## config.mk

```make
export PLATFORM = sky130hd
export DESIGN_NAME = load_reg
export DESIGN_NICKNAME = d
export VERILOG_FILES = /design/src/rtl/load_reg_pkg.sv /design/src/rtl/load_reg_rx_fifo.sv /design/src/rtl/load_reg.sv
export SDC_FILE = /design/constraint.sdc
export NUM_CORES = 1
export LEC_CHECK = 0
export CAP_MARGIN = 20
export CORE_ASPECT_RATIO = 0.8
export CORE_UTILIZATION = 43
export CTS_CLUSTER_DIAMETER = 50
export DETAILED_ROUTE_END_ITERATION = 16
export GPL_TIMING_DRIVEN = 0
export PLACE_DENSITY = 0.77
export SYNTH_ARGS = -nofsm -noshare
export SYNTH_HDL_FRONTEND = slang
export SYNTH_SLANG_ARGS = --single-unit
```

## constraint.sdc

```tcl
create_clock -name clk -period 2.15 [get_ports clk]
set_input_delay 0.215 -clock clk [delete_from_list [all_inputs] [get_ports clk]]
set_output_delay 0.215 -clock clk [all_outputs]
set_load 0.05 [all_outputs]
```

## src/rtl/load_reg_pkg.sv

```systemverilog
// Shared constants for the UART RX receive-data register block.
package load_reg_pkg;

    // Received word: [7:0] data byte, [8] framing-error flag.
    localparam int RX_W = 9;

    // Register addresses on the read-only slave port.
    localparam logic [1:0] ADDR_RXDATA   = 2'd0;
    localparam logic [1:0] ADDR_STATUS   = 2'd1;
    localparam logic [1:0] ADDR_CLRFLAGS = 2'd2;
    localparam logic [1:0] ADDR_ID       = 2'd3;

    // STATUS register bit positions.
    localparam int ST_NOT_EMPTY = 0;
    localparam int ST_FULL      = 1;
    localparam int ST_OVERRUN   = 2;
    localparam int ST_FRAME     = 3;
    localparam int ST_COUNT_LSB = 8;

    // RXDATA register: valid bit marking that a word was popped.
    localparam int RXD_VALID    = 31;

endpackage

```

## src/rtl/load_reg_rx_fifo.sv

```systemverilog
// Small circular FIFO holding received UART words (DEPTH must be a power of two, >= 2).
module rx_fifo
    import load_reg_pkg::*;
#(
    parameter int DEPTH = 4,
    parameter int AW    = $clog2(DEPTH)
) (
    input  logic            clk,
    input  logic            rst,
    input  logic            push,
    input  logic            pop,
    input  logic [RX_W-1:0] wdata,
    output logic [RX_W-1:0] head,
    output logic [AW:0]     count,
    output logic            empty,
    output logic            full,
    output logic            push_ok
);

    logic [RX_W-1:0] mem [DEPTH];
    logic [AW-1:0]   wr_ptr;
    logic [AW-1:0]   rd_ptr;
    logic            do_pop;

    assign empty   = (count == '0);
    assign full    = (count == (AW+1)'(DEPTH));
    assign head    = mem[rd_ptr];
    // A pop on an empty FIFO is a no-op; a pop frees a slot for a same-cycle push when full.
    assign do_pop  = pop & ~empty;
    assign push_ok = push & (~full | do_pop);

    // Storage write; contents need no reset since count gates visibility.
    always_ff @(posedge clk) begin
        if (push_ok) mem[wr_ptr] <= wdata;
    end

    // Pointer and occupancy update; pointers wrap naturally at DEPTH.
    always_ff @(posedge clk or posedge rst) begin
        if (rst) begin
            wr_ptr <= '0;
            rd_ptr <= '0;
            count  <= '0;
        end else begin
            if (push_ok) wr_ptr <= wr_ptr + AW'(1);
            if (do_pop)  rd_ptr <= rd_ptr + AW'(1);
            count <= count + (AW+1)'(push_ok) - (AW+1)'(do_pop);
        end
    end

endmodule

```

## src/rtl/load_reg.sv

```systemverilog
// Receive-data register block: captures UART RX words into a FIFO and exposes
// data, status, sticky error flags and an ID through a read-only slave port.
module load_reg
    import load_reg_pkg::*;
#(
    parameter int          DEPTH    = 4,
    parameter logic [31:0] ID_VALUE = 32'h5258_0001
) (
    input  logic            clk,
    input  logic            reset_n,   // active-high despite the name
    input  logic [1:0]      address,
    input  logic            read,
    input  logic            chipselect,
    input  logic [RX_W-1:0] RX_data,
    input  logic            load,
    output logic [31:0]     readdata
);

    localparam int AW = $clog2(DEPTH);

    logic            read_q;
    logic            access;
    logic            pop;
    logic            clr;
    logic            push_ok;
    logic            overrun;
    logic            frame_err;
    logic            set_overrun;
    logic            set_frame;
    logic [RX_W-1:0] head;
    logic [AW:0]     count;
    logic            empty;
    logic            full;
    logic [31:0]     status;

    // Only the first cycle of a held read is an access.
    assign access = chipselect & read & ~read_q;
    assign pop    = access & (address == ADDR_RXDATA);
    assign clr    = access & (address == ADDR_CLRFLAGS);

    rx_fifo #(.DEPTH(DEPTH), .AW(AW)) u_fifo (
        .clk     (clk),
        .rst     (reset_n),
        .push    (load),
        .pop     (pop),
        .wdata   (RX_data),
        .head    (head),
        .count   (count),
        .empty   (empty),
        .full    (full),
        .push_ok (push_ok)
    );

    assign set_overrun = load & ~push_ok;
    assign set_frame   = push_ok & RX_data[RX_W-1];

    // Assemble the STATUS word from live FIFO state and sticky flags.
    always_comb begin
        status                       = '0;
        status[ST_NOT_EMPTY]         = ~empty;
        status[ST_FULL]              = full;
        status[ST_OVERRUN]           = overrun;
        status[ST_FRAME]             = frame_err;
        status[ST_COUNT_LSB +: 8]    = 8'(count);
    end

    // Read edge detect.
    always_ff @(posedge clk or posedge reset_n) begin
        if (reset_n) read_q <= 1'b0;
        else         read_q <= chipselect & read;
    end

    // Sticky flags: a same-cycle set overrides a clear.
    always_ff @(posedge clk or posedge reset_n) begin
        if (reset_n) begin
            overrun   <= 1'b0;
            frame_err <= 1'b0;
        end else begin
            overrun   <= (overrun   & ~clr) | set_overrun;
            frame_err <= (frame_err & ~clr) | set_frame;
        end
    end

    // Registered read data, loaded only on an access and held otherwise.
    always_ff @(posedge clk or posedge reset_n) begin
        if (reset_n) begin
            readdata <= '0;
        end else if (access) begin
            unique case (address)
                ADDR_RXDATA: begin
                    readdata <= '0;
                    if (!empty) begin
                        readdata[RXD_VALID]  <= 1'b1;
                        readdata[RX_W-1:0]   <= head;
                    end
                end
                ADDR_STATUS:   readdata <= status;
                ADDR_CLRFLAGS: readdata <= {30'b0, frame_err, overrun};
                ADDR_ID:       readdata <= ID_VALUE;
                default:       readdata <= '0;
            endcase
        end
    end

endmodule

```

==> out/qor.yml, run 1 <==
synth:
  ys_types: 38
  yosysMostFrequentCell: "edfxtp_1"
  synth_area_leaders: "edfxtp_1 42%, dfrtp_1 22%, buf_4 5.5%"
  synth_area_um2: 2574
  postSynth.asyncResetShare_pct: 38.98
  yosys_warnings: 0
  ys_seq_area_share_pct: 64.37
  yosysTopAreaCell: "edfxtp_1"
  ys_ff_latch: 59
  synthCells: 162
  synth.top_cell.area_share_pct: 42.00
  synth_common_cells: "36 x edfxtp_1, 23 x dfrtp_1, 19 x buf_4"
  synth-main-ff-cell: "edfxtp_1"
  synth-edff-count: 36
  syn_avg_cell_area_um2: 15.89
grt:
  grt_pass1_vias: 1448
  grt_max_degree: 24
  antenna_found_initial: 0
  grt_pass1_wl_um: 7576
  grt_use_total_pct: 17.18
  overflow: 0
clocking:
  cts_root_buf: "clkbuf_8"
  cts_tree: "yes"
  cts.sinks: 59
  cts.clk_slew.worst_paths_ns: 0.07
  cts_made_buffers: 9
  cts_max_level: 3
  insertion_delay_ns: 0.33
  cts_max_path_buffers: 2
  ctsHoldBuffers: 0
layout:
  final_area_um2: 3386
  syn_to_final_growth_pct: 31.55
  final_cells: 315
  antennaDiodeCount: 0
  drive_gt1_share_pct: 27.00
  regArea_um2: 1659
  nets: 255
  multi_input_area_um2: 778.2
  fill_cells: 442
critical_path:
  critPathRequiredTime_ns: 2.37
  reg2reg_slack_ns: 0.03
  rr_worst_depth: 10
  end_kind: "register"
  critPathKind: "register to register"
  arrival_ns: 2.34
  reg2reg_to: "u_fifo.count[2]"
  reg2reg_from: "u_fifo.count[1]"
  critPathLaunchType: "register"
  cp_max_fo: 3
die:
  die_h_um: 71.20
  core-area_um2: 5615
  io_pins: 48
  start_util_pct: 45.83
  fp.dieW_um: 88.50
  rows: 24
  die_area_um2: 6301
worst_hold_path:
  hp-class: "input port to async pin"
routing:
  wirelength_um: 4655
  drc: 0
  wl_per_cell_um: 14.78
  drtAntennaViolNets: 0
  vias: 1484
  drt_iter0_markers: 57
  post_drt_via_cell_ratio: 4.711
  drt-pass1-iter-count: 4
placed_design:
  dp_slack_ns: -0.4226
  dp_hpwl_um: 3048
  dp.cells: 286
  placed_area_um2: 3052
  io_buffers: 33
  place_congestion: 0.7994
timing:
  rsz0062_at_grt: "yes"
  tightest_slew_ns: 0.8779
  final_max_slew_viol_count: 0
  hold_violations: 0
  period_minus_slack_ns: 2.118
  tns_ns: 0
  max_freq_mhz: 472.1
  clock_skew_ns: 0.008616
  setup_ws_ns: 0.03194
  finalSetupViolations: 0
  period_share_pct: 98.51
  relSlewSlack_pct: 41.41
pwr:
  p_sw_mw: 1.351
  pwr-share-seq_pct: 40.2
  ir_drop_uv: 547.1
  leakagePower_nw: 1.421
  p_clk_share_pct: 26.4
  comb_power_share_pct: 33.4
  cellPowerDensity_nw_per_um2: 1218
  cell_internal_pwr_mw: 2.774
  swShare_pct: 32.76
status:
  status: "complete, no violations"
job:
  drv_cap: 0
repair_timing:
item | CTS | global route
resized for setup | 3 | 3
pin swaps | 2 | 4
cloned | 0 | 0
buffers inserted | 12 | 3
endpoints found under the setup margin | 2 | 3
cell usage in the layout, fill, tap and decap left out, drive strengths merged, types with 2 or more instances in the layout:
| cell | instances |
|---|---|
| edfxtp | 36 |
| buf | 35 |
| clkdlybuf4s50 | 33 |
| dfrtp | 23 |
| conb | 14 |
| clkbuf | 11 |
| inv | 10 |
| nand2 | 9 |
| mux4 | 9 |
| ha | 6 |
| a22o | 5 |
| and2 | 5 |
| xnor2 | 4 |
| and3 | 3 |
| a221o | 3 |
| nand3 | 3 |
| clkinv | 3 |
| nand3b | 2 |
| nor2 | 2 |
| nor2b | 2 |
| bufinv | 2 |
sequential cells by signal, summed over array words and instances (netlist names):
| name | flops |
|---|---|
| frame_err | 1 |
| u_fifo.mem | 36 |
| u_fifo.rd_ptr | 2 |
| readdata | 13 |
| u_fifo.count | 3 |
| overrun | 1 |
| read_q | 1 |
| u_fifo.wr_ptr | 2 |
critical path: stages (launching register included):
cell and delay (ns):
dfrtp_2 0.43, nor3_4 0.22, nand3b_1 0.19, inv_2 0.06, ha_1 0.27, inv_1 0.05
ha_1 0.13, inv_1 0.05, fa_2 0.35, xnor2_2 0.14, xnor2_1 0.12
worst max path at each step:
stage,startpoint,end,slack [ns],cells after the start
2_1_floorplan,u_fifo.count[1],u_fifo.count[2],0.01,10
3_3_place_gp,address[0],u_fifo.count[2],-0.41,11
3_5_place_dp,address[0],u_fifo.count[2],-0.42,11
4_1_cts,u_fifo.count[2],u_fifo.count[2],0.009,10
5_1_grt,u_fifo.count[1],u_fifo.count[2],-0.06,10
6_report,u_fifo.count[1],u_fifo.count[2],0.03,10
cell type report:
| cell class | count | share of cell area (%) |
|---|---|---|
| sequential | 59 | 49.00 |
| inverter | 10 | 1.109 |
| multi-input combinational | 83 | 22.99 |
| clock inverter | 6 | 2.661 |
| buffer | 23 | 4.952 |
| clock buffer | 10 | 3.769 |
| timing repair buffer | 46 | 12.64 |
| tap | 78 | 2.882 |
layer usage:
metal	part of all wire, %	GRT usage [%]	vias up
met5	0	0	-
li1	-	-	708
met3	6.8	5.951	11
met2	47	26.07	63
met1	45	22.42	702
met4	1.9	7.706	0
cell families after synthesis:
kind of cell,share of synthesized area (%)
AND/OR/NAND/NOR,7.195
multiplexers,9.431
AO/OA/AOI/OAI,5.494
XOR/XNOR,1.701
other,0.1457
buffers and inverters,7.973
flip-flops,64.37
adder cells (fa/ha/maj),3.695
metrics by stage:
stage / total power, mW / hold WS [ns] / utilization (%)
after floorplan: 2.591 / 0.2169 / -
after global placement: 2.928 / 0.4594 / 54.34
after detailed placement: 2.965 / 0.4639 / 54.34
after CTS: 4.111 / 0.4012 / 60.03
after global routing: 4.340 / 0.4861 / 60.29
final: 4.125 / 0.3724 / 60.29
power groups by stage:
stage          clock [mW]  combinational (mW)  sequential, mW
6_report             1.09                1.38            1.66
3_3_place_gp            0                1.26            1.67
5_1_grt              1.15                1.50            1.69
2_1_floorplan           0               0.749            1.84
4_1_cts              1.10                1.35            1.66
3_5_place_dp            0                1.28            1.68
Note: power is estimated with default switching activity, not from simulation.
==> run 2: changes to the inputs <==
--- a/config.mk
+++ b/config.mk
@@ -8,6 +8,7 @@
 export CAP_MARGIN = 20
 export CORE_ASPECT_RATIO = 0.8
 export CORE_UTILIZATION = 43
+export CTS_BUF_LIST = sky130_fd_sc_hd__clkbuf_16
 export CTS_CLUSTER_DIAMETER = 50
 export DETAILED_ROUTE_END_ITERATION = 16
 export GPL_TIMING_DRIVEN = 0
==> out/qor.yml, run 2 (synthesized netlist as in run 1, its figures left out) <==
timing:
  final_max_slew_viol_count: 0  # unchanged
  tightest_slew_ns: 0.8624  # -0.01548 ns
  relSlewSlack_pct: 42.44  # +1.0 points
  hold_violations: 0  # unchanged
  period_share_pct: 97.67  # -0.85 points
  max_freq_mhz: 476.2  # +0.87%
  period_minus_slack_ns: 2.100  # -0.01823 ns
  rsz0062_at_grt: "yes"
  finalSetupViolations: 0  # unchanged
  clock_skew_ns: 0.004684  # -0.003932 ns
  setup_ws_ns: 0.05016  # +0.01823 ns
die:
  die_area_um2: 6301  # unchanged
  die_h_um: 71.20  # unchanged
  core-area_um2: 5615  # unchanged
  fp.dieW_um: 88.50  # unchanged
  start_util_pct: 45.83  # unchanged
  io_pins: 48  # unchanged
  rows: 24  # unchanged
pwr:
  p_sw_mw: 1.399  # +3.5%
  pwr-share-seq_pct: 36.5  # -3.7 points
  ir_drop_uv: 680.4  # +24%
  cellPowerDensity_nw_per_um2: 1298  # +6.5%
  swShare_pct: 30.88  # -1.9 points
  p_clk_share_pct: 33.0  # +6.6 points
  p_total_mw: 4.532  # +9.9%
  cell_internal_pwr_mw: 3.133  # +13%
  comb_power_share_pct: 30.5  # -2.9 points
  leakagePower_nw: 1.490  # +4.8%
clocking:
  cts_max_level: 3  # unchanged
  cts_root_buf: "clkbuf_16"
  cts.sinks: 59  # unchanged
  insertion_delay_ns: 0.32  # about the same
  cts_made_buffers: 9  # unchanged
  cts_max_path_buffers: 2  # unchanged
  cts.clk_slew.worst_paths_ns: 0.05  # -0.02 ns
  cts_tree: "yes"
critical_path:
  cp_max_fo: 3  # unchanged
  critPathLaunchType: "register"
  critPathRequiredTime_ns: 2.35  # -0.02 ns
  end_kind: "register"
  arrival_ns: 2.30  # -0.04 ns
  critPathKind: "register to register"
job:
  drv_cap: 0  # unchanged
layout:
  final_cell_mix: "36 x edfxtp_1, 32 x buf_4, 31 x clkdlybuf4s50_1"
  reg_top3: "u_fifo.mem (36), readdata (13), u_fifo.count (3)"
  final_common_cell: "edfxtp_1"
  largest_register: "u_fifo.mem"
  fill_cells: 422  # -4.5%
  syn_to_final_growth_pct: 35.68
  final_area_um2: 3492  # +3.1%
  multi_input_area_um2: 778.2  # unchanged
  largest_reg_flops: 36  # unchanged
  regArea_um2: 1659  # unchanged
  final_cells: 315  # unchanged
  drive_gt1_share_pct: 27.00  # unchanged
  antennaDiodeCount: 0  # unchanged
  nets: 255  # unchanged
routing:
  drtAntennaViolNets: 0  # unchanged
  drt_iter0_markers: 47  # -18%
  post_drt_via_cell_ratio: 4.810  # +2.1%
  drc: 0  # unchanged
  vias: 1515  # +2.1%
  drt-pass1-iter-count: 4  # unchanged
  wirelength_um: 4683  # +0.60%
  wl_per_cell_um: 14.87  # +0.60%
grt:
  overflow: 0  # unchanged
  grt_pass1_vias: 1448  # unchanged
  antenna_found_initial: 0  # unchanged
  grt_max_degree: 24  # unchanged
  grt_use_total_pct: 16.83  # -0.35 points
  grt_pass1_wl_um: 7541  # -0.46%
placed_design:
  dp_hpwl_um: 3048  # unchanged
  dp.cells: 286  # unchanged
  place_congestion: 0.7994  # unchanged
  placed_area_um2: 3052  # unchanged
  io_buffers: 33  # unchanged
  dp_slack_ns: -0.4226  # unchanged
status:
  status: "complete, no violations"
worst_hold_path:
  hp-class: "input port to register"
## run 2: per-layer routing
layer | GRT usage (%) | wire (µm) | share of wire [%]
met2 | 26.07 | 2274 | 49
met3 | 5.951 | 294 | 6.3
met1 | 22.18 | 2051 | 44
met5 | 0 | 0 | 0
met4 | 5.735 | 63 | 1.3
## run 2: final timing paths
check / start / endpoint / cells after the start / slack, ns
hold / removal: address[1] / readdata[30] / 3 / 0.28
setup reg to reg: u_fifo.count[1] / u_fifo.count[2] / 10 / 0.05
min in group asynchronous: reset_n / readdata[2] / 2 / 0.38
setup / recovery: u_fifo.count[1] / u_fifo.count[2] / 10 / 0.05
max in group asynchronous: reset_n / u_fifo.count[1] / 2 / 1.18
hold reg to reg: readdata[10] / readdata[10] / 2 / 0.47
## run 2: power by group through the flow
stage / logic [mW] / registers, mW / clock network (mW)
3_3_place_gp: 1.26 / 1.67 / 0
4_1_cts: 1.35 / 1.66 / 1.52
5_1_grt: 1.50 / 1.68 / 1.56
2_1_floorplan: 0.749 / 1.84 / 0
3_5_place_dp: 1.28 / 1.68 / 0
6_report: 1.38 / 1.65 / 1.50
## run 2: critical path, stage by stage (launching register included)
cell	delay, ns
dfrtp_2	0.42
nor3_4	0.21
nand3b_1	0.17
inv_2	0.06
ha_1	0.27
inv_1	0.06
ha_1	0.13
inv_1	0.05
fa_2	0.35
xnor2_2	0.14
xnor2_1	0.12
## run 2: cell type report
cell class / instances / share of cell area (%)
Sequential cell: 59 / 47.51
Clock buffer: 9 / 6.449
Buffer: 23 / 4.801
Tap cell: 78 / 2.795
Multi-Input combinational cell: 83 / 22.29
Timing Repair Buffer: 46 / 12.40
Inverter: 10 / 1.075
Clock inverter: 7 / 2.687
## run 2: through the flow
step | TNS, ns | utilization (%) | hold slack (ns)
after floorplan | 0 | - | 0.2169
after global placement | -4.155 | 54.34 | 0.4594
after detailed placement | -5.928 | 54.34 | 0.4639
after CTS | 0 | 61.83 | 0.4184
after global routing | -0.05973 | 62.19 | 0.3071
final | 0 | 62.19 | 0.2770
## run 2: what timing repair did
action / in CTS / in global routing
endpoints found under the hold margin: 0 / 0
resized for setup: 3 / 5
setup endpoints to repair: 2 / 3
setup buffers: 12 / 3
hold buffers: 0 / 0
pin swaps: 2 / 4
==> run 3: changes to the inputs <==
--- a/config.mk
+++ b/config.mk
@@ -13,6 +13,7 @@
 export DETAILED_ROUTE_END_ITERATION = 16
 export GPL_TIMING_DRIVEN = 0
 export PLACE_DENSITY = 0.77
+export REMOVE_ABC_BUFFERS = 1
 export SYNTH_ARGS = -nofsm -noshare
 export SYNTH_HDL_FRONTEND = slang
 export SYNTH_SLANG_ARGS = --single-unit
==> out/qor.yml, run 3 (synthesized netlist as in run 1, its figures left out) <==
layout:
  antennaDiodeCount: 0  # unchanged
  syn_to_final_growth_pct: 27.76
  final_cells: 288  # -8.6%
  final_cell_mix: "36 x edfxtp_1, 33 x clkdlybuf4s50_1, 22 x dfrtp_1"
  final_common_cell: "edfxtp_1"
  drive_gt1_share_pct: 19.05  # -8.0 points
  largest_reg_flops: 36  # unchanged
  fill_cells: 451  # +6.9%
  largest_register: "u_fifo.mem"
  reg_top3: "u_fifo.mem (36), readdata (13), u_fifo.count (3)"
  utilization_pct: 58.56  # -3.6 points
  nets: 228  # -11%
critical_path:
  cpPeakStageDelay_ns: 0.42  # about the same
  critPathSlowestCell: "dfrtp_2"
  reg2reg_to: "u_fifo.count[2]"
  critPathKind: "register to register"
  end_kind: "register"
  reg2reg_slack_ns: 0.07  # +0.02 ns
  rr_worst_depth: 10  # unchanged
  critPathLaunchType: "register"
  cp_max_fo: 3  # unchanged
  arrival_ns: 2.29  # about the same
  reg2reg_from: "u_fifo.count[1]"
  cp_cell_sequence: "nor3_4 -> nand3b_1 -> inv_2 -> ha_4 -> inv_2 -> ha_4 -> inv_2 -> fa_2 -> xnor2_2 -> xnor2_1"
  crit_top_cell: "inv_2"
  critPathRequiredTime_ns: 2.36  # about the same
grt:
  grt_pass1_vias: 1372  # -5.2%
  grt_pass1_wl_um: 7196  # -4.6%
  grt_use_total_pct: 16.57  # -0.26 points
  overflow: 0  # unchanged
  antenna_found_initial: 0  # unchanged
  grt_max_degree: 24  # unchanged
placed_design:
  place_congestion: 0.7315  # -8.5%
  dp.cells: 263  # -8.0%
  io_buffers: 33  # unchanged
  dp_hpwl_um: 2824  # -7.4%
die:
  io_pins: 48  # unchanged
  die_area_um2: 6301  # unchanged
  die_h_um: 71.20  # unchanged
  core-area_um2: 5615  # unchanged
  rows: 24  # unchanged
  start_util_pct: 45.83  # unchanged
  fp.dieW_um: 88.50  # unchanged
clocking:
  cts_max_level: 3  # unchanged
  cts.clk_slew.worst_paths_ns: 0.05  # about the same
  cts_max_path_buffers: 2  # unchanged
  insertion_delay_ns: 0.32  # about the same
  cts.sinks: 59  # unchanged
  cts_made_buffers: 9  # unchanged
  cts_root_buf: "clkbuf_16"
  cts_tree: "yes"
routing:
  wirelength_um: 4409  # -5.9%
  drc: 0  # unchanged
  drtAntennaViolNets: 0  # unchanged
  drt-pass1-iter-count: 4  # unchanged
  vias: 1400  # -7.6%
  drt_iter0_markers: 58  # +23%
  wl_per_cell_um: 15.31  # +3.0%
  post_drt_via_cell_ratio: 4.861  # +1.1%
timing:
  final_max_slew_viol_count: 0  # unchanged
  max_freq_mhz: 481.0  # +1.0%
  hold_violations: 0  # unchanged
  period_minus_slack_ns: 2.079  # -0.02084 ns
  clock_skew_ns: 0.003739  # -0.0009445 ns
  finalSetupViolations: 0  # unchanged
  tightest_slew_ns: 0.8752  # +0.01276 ns
  rsz0062_at_grt: "yes"
  period_share_pct: 96.70  # -0.97 points
  relSlewSlack_pct: 41.59  # -0.85 points
pwr:
  pwr-share-seq_pct: 39.7  # +3.2 points
  cellPowerDensity_nw_per_um2: 1322  # +1.9%
  p_sw_mw: 1.388  # -0.79%
  cell_internal_pwr_mw: 2.958  # -5.6%
  leakagePower_nw: 1.312  # -12%
  swShare_pct: 31.94  # +1.1 points
  comb_power_share_pct: 28.7  # -1.8 points
  ir_drop_uv: 777.4  # +14%
  p_clk_share_pct: 31.6  # -1.4 points
status:
  status: "complete, no violations"
job:
  drv_cap: 0  # unchanged
worst_hold_path:
  hp-class: "input port to async pin"
==> run 3: changes by cell type in the layout (fill, tap and decap cells not counted), sizes merged <==
cell           previous run  this run
buf                      35         9
clkinvlp                  1         3
bufinv                    2         1
clkbuf                   10         9
dlymetal6s2s              2         0
inv                      11        10
clkdlybuf4s50            31        33
==> run 3: cell type report <==
cell class              count  area [µm²]  area share (%)
inverters                  10       37.54           1.142
repair buffers             42       397.9           12.10
clock buffers               9       225.2           6.849
well taps                  78       97.59           2.968
flip-flops and latches     59        1658           50.42
clock inverters             7       68.82           2.093
multi-input cells          83       803.3           24.43
==> run 3: worst max path at each step <==
stage / to / depth (start not counted) / startpoint / slack [ns]
6_report: u_fifo.count[2] / 10 / u_fifo.count[1] / 0.07
4_1_cts: u_fifo.count[2] / 10 / u_fifo.count[2] / 0.03
2_1_floorplan: readdata[30] / 2 / readdata[30] / -0.22
3_5_place_dp: u_fifo.count[2] / 11 / read / -0.69
3_3_place_gp: u_fifo.count[2] / 11 / read / -0.69
5_1_grt: u_fifo.count[2] / 10 / u_fifo.count[1] / -0.04
==> run 3: power groups by stage <==
stage,logic (mW),clock network (mW),registers [mW]
finish,1.25,1.37,1.73
global placement,1.11,0,1.74
floorplan,0.587,0,1.93
CTS,1.19,1.41,1.73
detailed placement,1.13,0,1.75
global route,1.36,1.46,1.77
==> run 3: through the flow <==
step	hold WS, ns	worst slack (ns)	area (µm²)	TNS, ns	total power, mW
CTS	0.4131	0.03044	3231	0	4.330
global placement	0.4528	-0.6851	2883	-11.67	2.849
global route	0.4855	-0.04435	3288	-0.04435	4.587
floorplan	0.2169	-0.2216	2455	-1.233	2.519
detailed placement	0.4651	-0.6870	2883	-12.07	2.883
finish	0.3835	0.07100	3288	0	4.346
==> run 3: repair_timing <==
| item | in CTS | in global routing |
|---|---|---|
| endpoints found under the hold margin | 0 | 0 |
| buffers inserted | 6 | 3 |
| resized for setup | 3 | 7 |
| endpoints found under the setup margin | 38 | 1 |
| hold buffers | 0 | 0 |
| pin swaps | 1 | 5 |
==> run 3: routing by layer <==
layer / GRT usage (%) / vias to the layer above / share of wire [%]
li1: - / 654 / -
met1: 21.60 / 685 / 46
met2: 24.10 / 50 / 46
met3: 7.818 / 11 / 5.5
met4: 6.452 / 0 / 1.7
met5: 0 / - / 0
==> run 3: critical path: cells and delay by family (launching register included) <==
family	cells	cell delay, ns
adders and majority gates	3	0.71
xor gates and xnor gates	2	0.27
DFF	1	0.42
and+or+nand+nor	2	0.39
buffers and inverters	3	0.17
==> RTL edit (settings of run 3) <==
`DEPTH` is set to 4 in 2 places; all go to 8.
--- a/src/rtl/load_reg_rx_fifo.sv
+++ b/src/rtl/load_reg_rx_fifo.sv
@@ -2,7 +2,7 @@
 module rx_fifo
     import load_reg_pkg::*;
 #(
-    parameter int DEPTH = 4,
+    parameter int DEPTH = 8,
     parameter int AW    = $clog2(DEPTH)
 ) (
     input  logic            clk,
--- a/src/rtl/load_reg.sv
+++ b/src/rtl/load_reg.sv
@@ -3,7 +3,7 @@
 module load_reg
     import load_reg_pkg::*;
 #(
-    parameter int          DEPTH    = 4,
+    parameter int          DEPTH    = 8,
     parameter logic [31:0] ID_VALUE = 32'h5258_0001
 ) (
     input  logic            clk,
Behaviour: not the same (Yosys sat finds a counterexample within 10 cycles, from zero or initial values and one cycle with reset_n high).
==> RTL edit against run 3 <==
The flow now finishes with violations (setup timing); sequential cell count is 40 higher; area after synthesis up 65%; combinational power grew 66%; non-clock buffer count is 20 higher; final cell count is 48% higher; via count up 60%; power increased by 50%; clock power is 16% higher; worst setup slack lost 100 ps; global-route usage shrank 0.47 points; clock skew increased by 6.2 ps; cell area increased by 63%; critical path depth unchanged; routed wire length is 76% higher; critical endpoint is now u_fifo.count[1].
==> RTL edit: results (changes against run 3) <==
Met3 WL post-DR = 376 um (+55%)
# DRC = 0 (unchanged)
Final setup violation count = 2 (+2)
Wire per inst = 18.3 um (+19%)
Post-DP Area = 4600 um2 (+60%)
Leakage Power = 0.00202 uW (+54%)
Asr flop ratio synth = 27.3% (-12 points)
Gr usage total = 16.1% (-0.47 points)
Final WS setup = -30.0 ps (-101 ps)
RD Place Congestion = 0.695 (-4.9%)
Cell accounting for the most synthesized area = edfxtp_1
Worst Setup EP = u_fifo.count[1]
Share of layout cells above drive strength 1 = 25.2% (+6.1 points)
CTS H-Tree Depth = 3 (unchanged)
Share of power burned in combinational logic = 31.8% (+3.1 points)
HPWL after DPL = 4500 um (+59%)
Post-CTS Repair Setup Buffers = 17 (+11)
Status = finished with violations
Post-synthesis sequential area ratio = 67.0% (+2.7 points)
Post-synth EDFFs = 72 (+100%)
PostCTS Resize Cnt = 27 (+24)
Flop pwr share = 43.9% (+4.2 points)
Failing checks = setup timing
Setup slack after placement = -844 ps (-157 ps)
Number of global-route vias before repair = 2282 (+66%)
Clock slew at reported path FFs = 80 ps (+30 ps)
WL met2 = 3870 um (+90%)
Routed via count = 2234 (+60%)
Top Metal Used = met4
RR Startpoint = u_fifo.count[3]
Syn-to-layout area delta = 26.6%
YS warnings = 0 (unchanged)
Top cells by count, synth = edfxtp_1 (72), dfrtp_1 (27), buf_4 (18)
Internal Power = 4320 uW (+46%)
NumNets Final = 330 (+45%)
Worst Path Max Fanout = 5 (+2)
Routed Wire Length = 7760 um (+76%)
Fillcell total = 691 (+53%)
Largest net degree at the start of global routing = 28 (+17%)
# port buffers = 34 (+3.0%)
Relative slew slack = 46.4% (+4.9 points)
Max IR drop VDD = 0.422 mV (-46%)
Dpl cells = 382 (+45%)
Clk_skew = 9.95 ps (+6.21 ps)
FF-to-FF path depth = 10 (unchanged)
Startpoint types = flop
Num CTS Buffers = 9 (unchanged)
Setup TNS = -58.9 ps (-58.9 ps)
Worst-Skew Late Latency = 340 ps (+20 ps)
Count of cell types in the netlist = 42 (+11%)
Arr. time, crit path = 2420 ps (+130 ps)
Biggest regs = u_fifo.mem: 72 flops, readdata: 14 flops, u_fifo.count: 4 flops
Initial DRT Pass Iterations = 4 (unchanged)
Top cells by area, synth = edfxtp_1 (51%), dfrtp_1 (16%), mux4_1 (11%)
Met1 WL = 3420 um (+67%)
Initial DRC count = 96 (+66%)
First-pass GRT wire length = 12200 um (+70%)
Mapped Cells = 246 (+52%)
RTL edit: cell types whose count changed in the layout (fill, tap and decap cells not counted), sizes merged, moves of 5 or more:
cell / before / now
inv: 10 / 15
mux2: 1 / 6
edfxtp: 36 / 72
o21ai: 0 / 8
buf: 9 / 28
mux4: 9 / 18
RTL edit: routing by layer:
metal / up-vias / track usage, %
li1: 1037 / -
met1: 1118 / 20.4
met2: 71 / 27.4
met3: 8 / 4.50
met4: 0 / 4.17
met5: - / 0
RTL edit: layout make-up:
cell class	instances	area share [%]
well taps	115	2.68
flip-flops and latches	99	53.0
multi-input cells	121	25.7
clock buffers	9	4.20
clock inverters	7	1.52
repair buffers	62	12.1
inverters	12	0.887
RTL edit: worst min path at each step:
stage	end	slack (ps)
after floorplan	frame_err	270
after global placement	readdata[9]	460
after detailed placement	readdata[11]	480
after CTS	readdata[30]	380
after global routing	readdata[1]	140
final	readdata[1]	120
RTL edit: logic make-up after synthesis:
family | Yosys count | share of synthesized area [%]
flip-flops | 99 | 67.0
buffers and inverters | 38 | 5.61
adder cells (fa/ha/maj) | 9 | 2.84
AO/OA/AOI/OAI | 29 | 4.76
other | 1 | 0.0886
multiplexers | 29 | 13.9
AND/OR/NAND/NOR | 35 | 4.49
XOR/XNOR | 6 | 1.24
RTL edit: metrics by stage:
stage,power [uW],hold slack [ps]
after global placement,4420,462
after CTS,6390,384
after detailed placement,4520,480
final,6540,121
after floorplan,3960,268
after global routing,6850,138
RTL edit: worst max-delay path, stage by stage (launching register included):
cell and delay [ps]:
dfrtp_1 370, inv_2 50, ha_4 150, nor3b_4 160, o31ai_4 410, nand2_4 140
inv_4 90, ha_4 130, inv_2 30, fa_1 500, inv_1 40
